--- src/rtl/heroe_pkg.sv ---
`default_nettype none
// ============================================================================
// Module  : heroe_pkg
// Brief   : Hero/movement codes and sequencer state shared with the char ROM.
// Revision: 1.0 - initial release
// ============================================================================
package heroe_pkg;

  localparam logic [2:0] HERO_MIN = 3'd1;
  localparam logic [2:0] HERO_MAX = 3'd5;

  localparam logic [1:0] MOV_NONE    = 2'd0;
  localparam logic [1:0] MOV_VOLAR   = 2'd1;
  localparam logic [1:0] MOV_SALTAR  = 2'd2;
  localparam logic [1:0] MOV_AGACHAR = 2'd3;

  // Bit positions of the buttons inside the packed edge-detect vector
  localparam int BTN_NEXT    = 0;
  localparam int BTN_OK      = 1;
  localparam int BTN_VOLAR   = 2;
  localparam int BTN_SALTAR  = 3;
  localparam int BTN_AGACHAR = 4;
  localparam int BTN_W       = 5;

  typedef enum logic [1:0] {
    SEL  = 2'd0,
    IDLE = 2'd1,
    MOVE = 2'd2
  } state_t;

  function automatic logic [2:0] next_hero(input logic [2:0] h);
    return (h >= HERO_MAX) ? HERO_MIN : h + 3'd1;
  endfunction

endpackage
`default_nettype wire

--- src/rtl/heroe_mov_ctrl_if.sv ---
`default_nettype none
// ============================================================================
// Module  : heroe_mov_ctrl_if
// Brief   : Button inputs and ROM select outputs of the movement sequencer.
// Revision: 1.0 - initial release
// ============================================================================
interface heroe_mov_ctrl_if;

  logic       btn_next;
  logic       btn_ok;
  logic       btn_volar;
  logic       btn_saltar;
  logic       btn_agachar;
  logic [2:0] heroe;
  logic [1:0] mov;
  logic       locked;
  logic       busy;

  modport master (
    output btn_next, btn_ok, btn_volar, btn_saltar, btn_agachar,
    input  heroe, mov, locked, busy
  );

  modport slave (
    input  btn_next, btn_ok, btn_volar, btn_saltar, btn_agachar,
    output heroe, mov, locked, busy
  );

endinterface
`default_nettype wire

--- src/rtl/heroe_mov_ctrl_rise_detect.sv ---
`default_nettype none
// ============================================================================
// Module  : rise_detect
// Brief   : Registered sample plus rising-edge pulse for a vector of levels.
// Revision: 1.0 - initial release
// ============================================================================
module rise_detect #(
  parameter int WIDTH = 5
) (
  input  wire logic             clk,
  input  wire logic             rst,
  input  wire logic [WIDTH-1:0] sig,
  output logic      [WIDTH-1:0] pulse
);

  logic [WIDTH-1:0] sig_q,  sig_d;
  logic [WIDTH-1:0] prev_q, prev_d;

  always_comb begin
    sig_d  = sig;
    prev_d = sig_q;
  end

  // Both stages reset high so a button held through reset never fires
  always_ff @(posedge clk) begin
    if (rst) begin
      sig_q  <= '1;
      prev_q <= '1;
    end else begin
      sig_q  <= sig_d;
      prev_q <= prev_d;
    end
  end

  assign pulse = sig_q & ~prev_q;

endmodule
`default_nettype wire

--- src/rtl/heroe_mov_ctrl.sv ---
`default_nettype none
// ============================================================================
// Module  : heroe_mov_ctrl
// Brief   : Hero selection and timed movement-glyph sequencer for the char ROM.
// Revision: 1.0 - initial release
// ============================================================================
module heroe_mov_ctrl
  import heroe_pkg::*;
#(
  parameter int HOLD_CYCLES = 50_000_000,
  parameter int CNT_W       = 26
) (
  input wire logic         clk,
  input wire logic         rst,
  heroe_mov_ctrl_if.slave  bus
);

  localparam logic [CNT_W-1:0] HOLD_LOAD = CNT_W'(HOLD_CYCLES - 1);

  logic [BTN_W-1:0] btn;
  logic [BTN_W-1:0] pulse;

  state_t           state_q,  state_d;
  logic [2:0]       heroe_q,  heroe_d;
  logic [1:0]       mov_q,    mov_d;
  logic             locked_q, locked_d;
  logic             busy_q,   busy_d;
  logic [CNT_W-1:0] cnt_q,    cnt_d;

  assign btn = {bus.btn_agachar, bus.btn_saltar, bus.btn_volar,
                bus.btn_ok, bus.btn_next};

  rise_detect #(.WIDTH(BTN_W)) u_rise (
    .clk   (clk),
    .rst   (rst),
    .sig   (btn),
    .pulse (pulse)
  );

  always_comb begin
    state_d  = state_q;
    heroe_d  = heroe_q;
    mov_d    = mov_q;
    locked_d = locked_q;
    busy_d   = busy_q;
    cnt_d    = cnt_q;
    case (state_q)
      SEL: begin
        if (pulse[BTN_OK]) begin
          state_d  = IDLE;
          locked_d = 1'b1;
        end else if (pulse[BTN_NEXT]) begin
          heroe_d = next_hero(heroe_q);
        end
      end
      IDLE: begin
        if (pulse[BTN_OK]) begin
          state_d  = SEL;
          locked_d = 1'b0;
        end else if (pulse[BTN_VOLAR] | pulse[BTN_SALTAR] | pulse[BTN_AGACHAR]) begin
          state_d = MOVE;
          busy_d  = 1'b1;
          cnt_d   = HOLD_LOAD;
          if (pulse[BTN_VOLAR])       mov_d = MOV_VOLAR;
          else if (pulse[BTN_SALTAR]) mov_d = MOV_SALTAR;
          else                        mov_d = MOV_AGACHAR;
        end
      end
      MOVE: begin
        // Buttons are deliberately ignored until the hold expires
        if (cnt_q == '0) begin
          state_d = IDLE;
          mov_d   = MOV_NONE;
          busy_d  = 1'b0;
        end else begin
          cnt_d = cnt_q - 1'b1;
        end
      end
      default: begin
        state_d  = SEL;
        mov_d    = MOV_NONE;
        locked_d = 1'b0;
        busy_d   = 1'b0;
        cnt_d    = '0;
      end
    endcase
  end

  always_ff @(posedge clk) begin
    if (rst) begin
      state_q  <= SEL;
      heroe_q  <= HERO_MIN;
      mov_q    <= MOV_NONE;
      locked_q <= 1'b0;
      busy_q   <= 1'b0;
      cnt_q    <= '0;
    end else begin
      state_q  <= state_d;
      heroe_q  <= heroe_d;
      mov_q    <= mov_d;
      locked_q <= locked_d;
      busy_q   <= busy_d;
      cnt_q    <= cnt_d;
    end
  end

  assign bus.heroe  = heroe_q;
  assign bus.mov    = mov_q;
  assign bus.locked = locked_q;
  assign bus.busy   = busy_q;

endmodule
`default_nettype wire

--- src/flat_wrapper.sv ---
// flat-port wrapper written by rule: the top's interface ports become plain ports
module heroe_mov_ctrl_flat import heroe_pkg::*;
#(
  parameter int HOLD_CYCLES = 50_000_000,
  parameter int CNT_W       = 26
)
  (clk, rst, bus_btn_next, bus_btn_ok, bus_btn_volar, bus_btn_saltar, bus_btn_agachar, bus_heroe, bus_mov, bus_locked, bus_busy);
  heroe_mov_ctrl_if bus_i ();
  input wire logic clk;
  input wire logic rst;
  input wire logic [$bits(bus_i.btn_next)-1:0] bus_btn_next;
  input wire logic [$bits(bus_i.btn_ok)-1:0] bus_btn_ok;
  input wire logic [$bits(bus_i.btn_volar)-1:0] bus_btn_volar;
  input wire logic [$bits(bus_i.btn_saltar)-1:0] bus_btn_saltar;
  input wire logic [$bits(bus_i.btn_agachar)-1:0] bus_btn_agachar;
  output wire logic [$bits(bus_i.heroe)-1:0] bus_heroe;
  output wire logic [$bits(bus_i.mov)-1:0] bus_mov;
  output wire logic [$bits(bus_i.locked)-1:0] bus_locked;
  output wire logic [$bits(bus_i.busy)-1:0] bus_busy;
  assign bus_i.btn_next = bus_btn_next;
  assign bus_i.btn_ok = bus_btn_ok;
  assign bus_i.btn_volar = bus_btn_volar;
  assign bus_i.btn_saltar = bus_btn_saltar;
  assign bus_i.btn_agachar = bus_btn_agachar;
  assign bus_heroe = bus_i.heroe;
  assign bus_mov = bus_i.mov;
  assign bus_locked = bus_i.locked;
  assign bus_busy = bus_i.busy;
  heroe_mov_ctrl #(.HOLD_CYCLES(HOLD_CYCLES), .CNT_W(CNT_W)) u_core (.clk(clk), .rst(rst), .bus(bus_i));
endmodule
--- config.mk ---
export PLATFORM = sky130hd
export DESIGN_NAME = heroe_mov_ctrl_flat
export DESIGN_NICKNAME = d
export VERILOG_FILES = /design/src/rtl/heroe_pkg.sv /design/src/rtl/heroe_mov_ctrl_if.sv /design/src/rtl/heroe_mov_ctrl_rise_detect.sv /design/src/rtl/heroe_mov_ctrl.sv /design/src/flat_wrapper.sv
export SDC_FILE = /design/constraint.sdc
export NUM_CORES = 1
export LEC_CHECK = 0
export ABC_CLOCK_PERIOD_IN_PS = 4000
export BUFFER_PORTS_ARGS = -buffer_cell sky130_fd_sc_hd__buf_4
export CAP_MARGIN = 40
export CORE_AREA = 2 2 86 88
export DETAILED_ROUTE_END_ITERATION = 10
export DIE_AREA = 0 0 88 90
export HOLD_SLACK_MARGIN = 0.02
export PLACE_DENSITY = 0.52
export SYNTH_ARGS = -nofsm -noshare
export SYNTH_HDL_FRONTEND = slang
export SYNTH_SLANG_ARGS = --single-unit
export TNS_END_PERCENT = 1
--- constraint.sdc ---
create_clock -name clk -period 4 [get_ports clk]
set_clock_uncertainty 0.2 [all_clocks]
set_input_delay 0.6 -clock clk [delete_from_list [all_inputs] [get_ports clk]]
set_output_delay 0.6 -clock clk [all_outputs]
set_load 0.01 [all_outputs]
==> summary.md, run 1 <==
| Metric | Value |
|---|---|
| HPWL after detailed placement | 4250 um |
| Fillers | 725 |
| Top FF cell, synth | dfxtp_1 |
| Count of different cell masters after synthesis | 54 |
| Hold Fails Final Rpt | 0 |
| Slowest-stage cell, CP | nor3_2 |
| Clock transition at the registers of the reported paths | 100 ps |
| Hold buffers post-CTS | 0 |
| Arrival time at the worst endpoint | 3050 ps |
| Compound-Gate Fraction of Synth Area | 21.8% |
| Clock sink count | 45 |
| Clock share of power | 25.6% |
| Number of global-route vias before repair | 2,139 |
| Post-cts sizing count | 0 |
| Dpl ws | 1030 ps |
| Clock latency on the worst-skew pair | 310 ps |
| ANT cells | 0 |
| Ports | 14 |
| Design internal power | 858 uW |
| GRT Overall Usage | 16.3% |
| Post-synth EDFFs | 0 |
| Multiplexer share of the synthesized area | 2.52% |
| Synth Area in Adders | 3.67% |
| CTS buffer count | 5 |
| Worst IR Drop VDD | 232 uV |
| Combinational family with the most area after synthesis | simple AND/OR/NAND/NOR gates |
| FF/Latch Area | 901 um2 |
| Root Buffer | clkbuf_8 |
| DRT antenna net count | 0 |
| Width of the die | 88 um |
| Reg2Reg Setup Slack | 990 ps |
| Critical Path Max Stage Delay | 720 ps |
| Hold WS | 239 ps |
| Post-route core utilization | 38.0% |
| Area of the multi-input gates | 1380 um2 |
| Post-DR wirelength/cell | 14.9 um |
| Placed Cells | 390 |
| NumNets Final | 312 |
| Static leakage | 1.02 nW |
| Slew @ Worst Pin | 767 ps |
| I/O Buffers | 13 |
| Largest net degree at the start of global routing | 35 |
| Starting Density | 34.0% |
| Yosys reg bits | 45 |
| Crit-path cells | inv_1 > ha_1 > nor4b_4 > nand2_1 > nor3_2 > o21ai_2 > a311o_1 > a21oi_1 |
| CP Capture Type | flip-flop |
| Net Sw Power | 583 uW |
| MaxCap Viol Count | 0 |
| Comb pwr share | 39.6% |
| Asr flop ratio synth | 0% |
| Critical Path Fanout Max | 11 |
| Die height | 90 um |
| Setup ws final | 994 ps |
| Critical path launch point type | flip-flop |
| Sw Share | 40.5% |
| H-tree levels | 2 |
| Final non-filler cell total | 398 |
| Synth top area cells | dfxtp_1 (38%), nor2_1 (4.7%), a21oi_1 (4.4%) |
| Slew Limit Fails | 0 |
| Initial antenna violation count | 0 |
| Status | finished, final reports clean |
| Period utilization | 75.2% |
| Worst slew margin | 48.4% |
| Setup Buffers After CTS | 0 |
| Post-Synth XOR/XNOR Area | 0.735% |
| Pre-antenna DRT Iters | 5 |
| Req. time, crit path | 4040 ps |
| Min Clock Period, post-route | 3010 ps |
| First-pass GRT wire length | 10,400 um |
| DRC viols | 0 |
| Synth-to-layout area growth | 11.8% |
| Net Count, Synth | 304 |
| Synth warn | 0 |
| Post-Syn Area | 2380 um2 |
| WL final | 5920 um |
| Area of the die | 7920 um2 |
| Mean post-synth cell area | 8.22 um2 |
| Worst Setup Path Type | reg -> reg |
| Total Power | 1.44 mW |
| Routability cong. | 0.888 |
| Remaining global-route overflow | 0 |
| TritonCTS clock tree | done |
| # setup viols final | 0 |
| Fmax | 333 MHz |
| Simple-gate area share of the yosys netlist | 29.0% |
| Vias/cell | 5.40 |
| Yosys top cell area share | 37.8% |
| Pwr/cell area | 541 nW/um2 |
| Unrepaired setup endpoints after global routing | false |
| Worst hold path class | reg -> reg |
| Seq pwr share | 34.8% |
| Core footprint | 7020 um2 |
| Sequential area share after synthesis | 37.8% |
| Cell taking the most area after synthesis | dfxtp_1 |
| Layout cells sized above 1 | 15.4% |
| Final Instance Area | 2670 um2 |
| Area post-placement | 2550 um2 |
| DRT iter0 DRCs | 204 |
| Cell Rows | 31 |
| Vias | 2,150 |
| Max Root-Sink Buffers | 2 |
| Total negative slack | 0 ps |
| Synthesized netlist cell count | 290 |
[synthesized netlist by cell type, types with 2 or more instances]
library cell / instances
a211o_1: 2
a211oi_1: 3
a21oi_1: 21
a311oi_1: 3
a31oi_1: 6
and3_1: 2
buf_4: 3
clkbuf_1: 8
dfxtp_1: 45
ha_1: 7
inv_1: 13
mux2i_1: 6
nand2_1: 24
nand2b_1: 5
nand3_1: 13
nand3b_1: 4
nand4_1: 2
nor2_1: 30
nor2b_1: 3
nor3_1: 11
nor4_1: 4
o21ai_0: 17
o21ai_1: 4
o22ai_1: 3
o311ai_0: 4
o32ai_2: 2
or2_2: 12
or3_1: 6
xor2_1: 2
[area by class of cell]
cell class / count / area share [%]
multi-input cells: 220 / 51.7
flip-flops and latches: 45 / 33.8
well taps: 99 / 4.65
repair buffers: 13 / 3.66
clock buffers: 5 / 2.58
inverters: 13 / 1.83
clock inverters: 3 / 1.78
[critical path: cells and delay by family (launching register included)]
family          cells  cell delay, ps
buf+inv             1              70
compound gates      3             640
fa+ha+maj           1             210
simple gates        3            1480
flops               1             360
[per-layer routing]
layer	global-route usage (%)	wire length (um)
met1	22.1	2730
met2	25.4	2700
met3	3.21	375
met4	5.77	123
met5	0	0
[power by group through the flow]
stage | registers [mW] | logic (mW) | clock network [mW]
after floorplan | 0.511 | 0.453 | 0
after global placement | 0.512 | 0.580 | 0
after detailed placement | 0.512 | 0.570 | 0
after CTS | 0.502 | 0.572 | 0.379
after global routing | 0.508 | 0.638 | 0.397
final | 0.502 | 0.571 | 0.368
[layout by cell type (no fill, tap or decap), types with 3 or more instances in the layout]
cell / count
nand3_1: 13
a311oi_1: 3
nand2_1: 24
buf_4: 13
o21ai_0: 17
or2_2: 12
dfxtp_1: 45
a31oi_1: 6
o21ai_1: 4
ha_1: 7
o311ai_0: 4
inv_1: 13
nand3b_1: 4
o22ai_1: 3
or3_1: 6
clkbuf_8: 5
a21oi_1: 21
a211oi_1: 3
mux2i_1: 6
nor4_1: 4
nor2b_1: 3
nor2_1: 30
nor3_1: 11
nand2b_1: 5
[state kept, by name (all words and copies together) (netlist names)]
name / count
u_core.u_rise.prev_q: 5
u_core.bus.locked: 1
u_core.bus.busy: 1
u_core.bus.heroe: 3
u_core.bus.mov: 2
u_core.u_rise.prev_d: 5
u_core.state_q: 2
u_core.cnt_q: 26
[final timing paths]
check	from	endpoint	cells past startpoint
max	u_core.cnt_q[0]	u_core.bus.mov[0]	8
min	u_core.u_rise.prev_d[1]	u_core.u_rise.prev_q[1]	1
max reg2reg	u_core.cnt_q[0]	u_core.bus.mov[0]	8
min reg2reg	u_core.u_rise.prev_d[1]	u_core.u_rise.prev_q[1]	1
[kinds of logic (layout without fill, tap and decap cells)]
kind of cell | Yosys count | in the layout
simple gates | 127 | 127
compound gates | 78 | 78
fa+ha+maj | 7 | 7
xor+xnor | 2 | 2
flops | 45 | 45
buf+inv | 25 | 34
mux | 6 | 6
Power figures use the tool's default switching activity.
==> run 2: changes to the inputs <==
--- a/config.mk
+++ b/config.mk
@@ -5,7 +5,7 @@
 export SDC_FILE = /design/constraint.sdc
 export NUM_CORES = 1
 export LEC_CHECK = 0
-export ABC_CLOCK_PERIOD_IN_PS = 4000
+export ABC_CLOCK_PERIOD_IN_PS = 2900
 export BUFFER_PORTS_ARGS = -buffer_cell sky130_fd_sc_hd__buf_4
 export CAP_MARGIN = 40
 export CORE_AREA = 2 2 86 88
==> constraint.sdc (replaced) <==
create_clock -name clk -period 2.9 [get_ports clk]
set_clock_uncertainty 0.2 [all_clocks]
set_input_delay 0.435 -clock clk [delete_from_list [all_inputs] [get_ports clk]]
set_output_delay 0.435 -clock clk [all_outputs]
set_load 0.01 [all_outputs]
==> summary.md, run 2 (synthesis gave the netlist of run 1 again) <==
| Metric | Value |
|---|---|
| Status | finished, final reports clean |
| Vias/cell | 5.23 |
| Pre-antenna DRT Iters | 4 |
| Remaining global-route overflow | 0 |
| Arrival time at the worst endpoint | 2650 ps |
| DRT antenna net count | 0 |
| Setup Buffers After CTS | 0 |
| HPWL after detailed placement | 4280 um |
| Largest net degree at the start of global routing | 35 |
| CP Capture Type | flip-flop |
| GRT Overall Usage | 16.4% |
| Synth-to-layout area growth | 15.5% |
| NumNets Final | 324 |
| Critical Path Fanout Max | 9 |
| Worst hold path class | in -> reg |
| Max reg flops | 26 |
| TritonCTS clock tree | done |
| Req. time, crit path | 2920 ps |
| Final Instance Area | 2750 um2 |
| Commonest cells after routing, fill and taps aside | dfxtp_1 (45), nor2_1 (30), buf_4 (25) |
| # setup viols final | 0 |
| Period utilization | 90.8% |
| First-pass GRT wire length | 10,300 um |
| Critical path launch point type | flip-flop |
| Cell Rows | 31 |
| Starting Density | 34.0% |
| Commonest non-fill, non-tap cell in the layout | dfxtp_1 |
| DRT iter0 DRCs | 125 |
| Initial antenna violation count | 0 |
| Worst slew margin | 66.5% |
| Min Clock Period, post-route | 2630 ps |
| WL final | 5990 um |
| Pwr/cell area | 739 nW/um2 |
| Width of the die | 88 um |
| Number of global-route vias before repair | 2,117 |
| I/O Buffers | 13 |
| ANT cells | 0 |
| Max Root-Sink Buffers | 2 |
| Root Buffer | clkbuf_8 |
| Core footprint | 7020 um2 |
| Area of the die | 7920 um2 |
| Clock latency on the worst-skew pair | 300 ps |
| Vias | 2,144 |
| Fmax | 380 MHz |
| Unrepaired setup endpoints after global routing | false |
| Worst Setup Path Type | reg -> reg |
| Clock transition at the registers of the reported paths | 90 ps |
| Worst IR Drop VDD | 368 uV |
| Hold Fails Final Rpt | 0 |
| H-tree levels | 2 |
| CTS buffer count | 5 |
| Post-route core utilization | 39.2% |
| Largest Register | u_core.cnt_q |
| Fillers | 727 |
| Die height | 90 um |
| Area post-placement | 2640 um2 |
| Routability cong. | 0.813 |
| MaxCap Viol Count | 0 |
| Slew @ Worst Pin | 499 ps |
| Layout cells sized above 1 | 19.0% |
| Total Power | 2.04 mW |
| Clock sink count | 45 |
| Post-DR wirelength/cell | 14.6 um |
| Slew Limit Fails | 0 |
| Static leakage | 1.07 nW |
| DRC viols | 0 |
| Total negative slack | 0 ps |
| Ports | 14 |
[run 2: repair_timing]
item,4_1_cts,5_1_grt
gates resized for setup,0,2
hold buffers,0,0
setup endpoints to repair,0,3
[run 2: worst paths after layout]
| kind | startpoint | slack (ps) | end | depth (start not counted) |
|---|---|---|---|---|
| max | u_core.state_q[0] | 270 | u_core.cnt_q[5] | 7 |
| min | bus_btn_ok | 110 | u_core.u_rise.prev_d[1] | 2 |
| max reg2reg | u_core.state_q[0] | 270 | u_core.cnt_q[5] | 7 |
| min reg2reg | u_core.u_rise.prev_d[1] | 240 | u_core.u_rise.prev_q[1] | 1 |
[run 2: final cells by class]
class / count / area [um2] / share of cell area (%)
clock inverters: 2 / 38.8 / 1.41
well taps: 99 / 124 / 4.50
multi-input cells: 220 / 1380 / 50.2
repair buffers: 25 / 188 / 6.82
clock buffers: 6 / 72.6 / 2.64
inverters: 13 / 48.8 / 1.77
flip-flops and latches: 45 / 901 / 32.7
[run 2: per-layer routing]
layer | share of wire [%] | up-vias | global-route usage (%) | wire (um)
met5 | 0 | - | 0 | 0
met4 | 1.5 | 0 | 5.51 | 91
met3 | 3.8 | 10 | 3.67 | 229
met2 | 46 | 37 | 25.7 | 2750
met1 | 49 | 999 | 22.0 | 2920
li1 | - | 1098 | - | -
[run 2: power by group]
part	leakage, nW	switching, mW	total, mW	internal, mW
clock	0.0554	0.226	0.485	0.259
sequential	0.366	0.0370	0.694	0.657
combinational	0.651	0.544	0.857	0.313
total	1.07	0.807	2.04	1.23
[run 2: worst max-delay path, stage by stage, from the launching register on]
cell and delay [ps]:
dfxtp_1 430, inv_1 90, ha_1 260, a41oi_1 400
nand2_1 220, nor2_2 400, nand2_1 300, o22ai_1 250
[run 2: metrics by stage]
step                      hold slack [ps]  worst slack (ps)  cells
final                                 110               268    410
after global routing                 96.4              8.03    410
after CTS                             100               235    410
after detailed placement              218               272    402
after global placement                215               270    402
after floorplan                       209               502    290
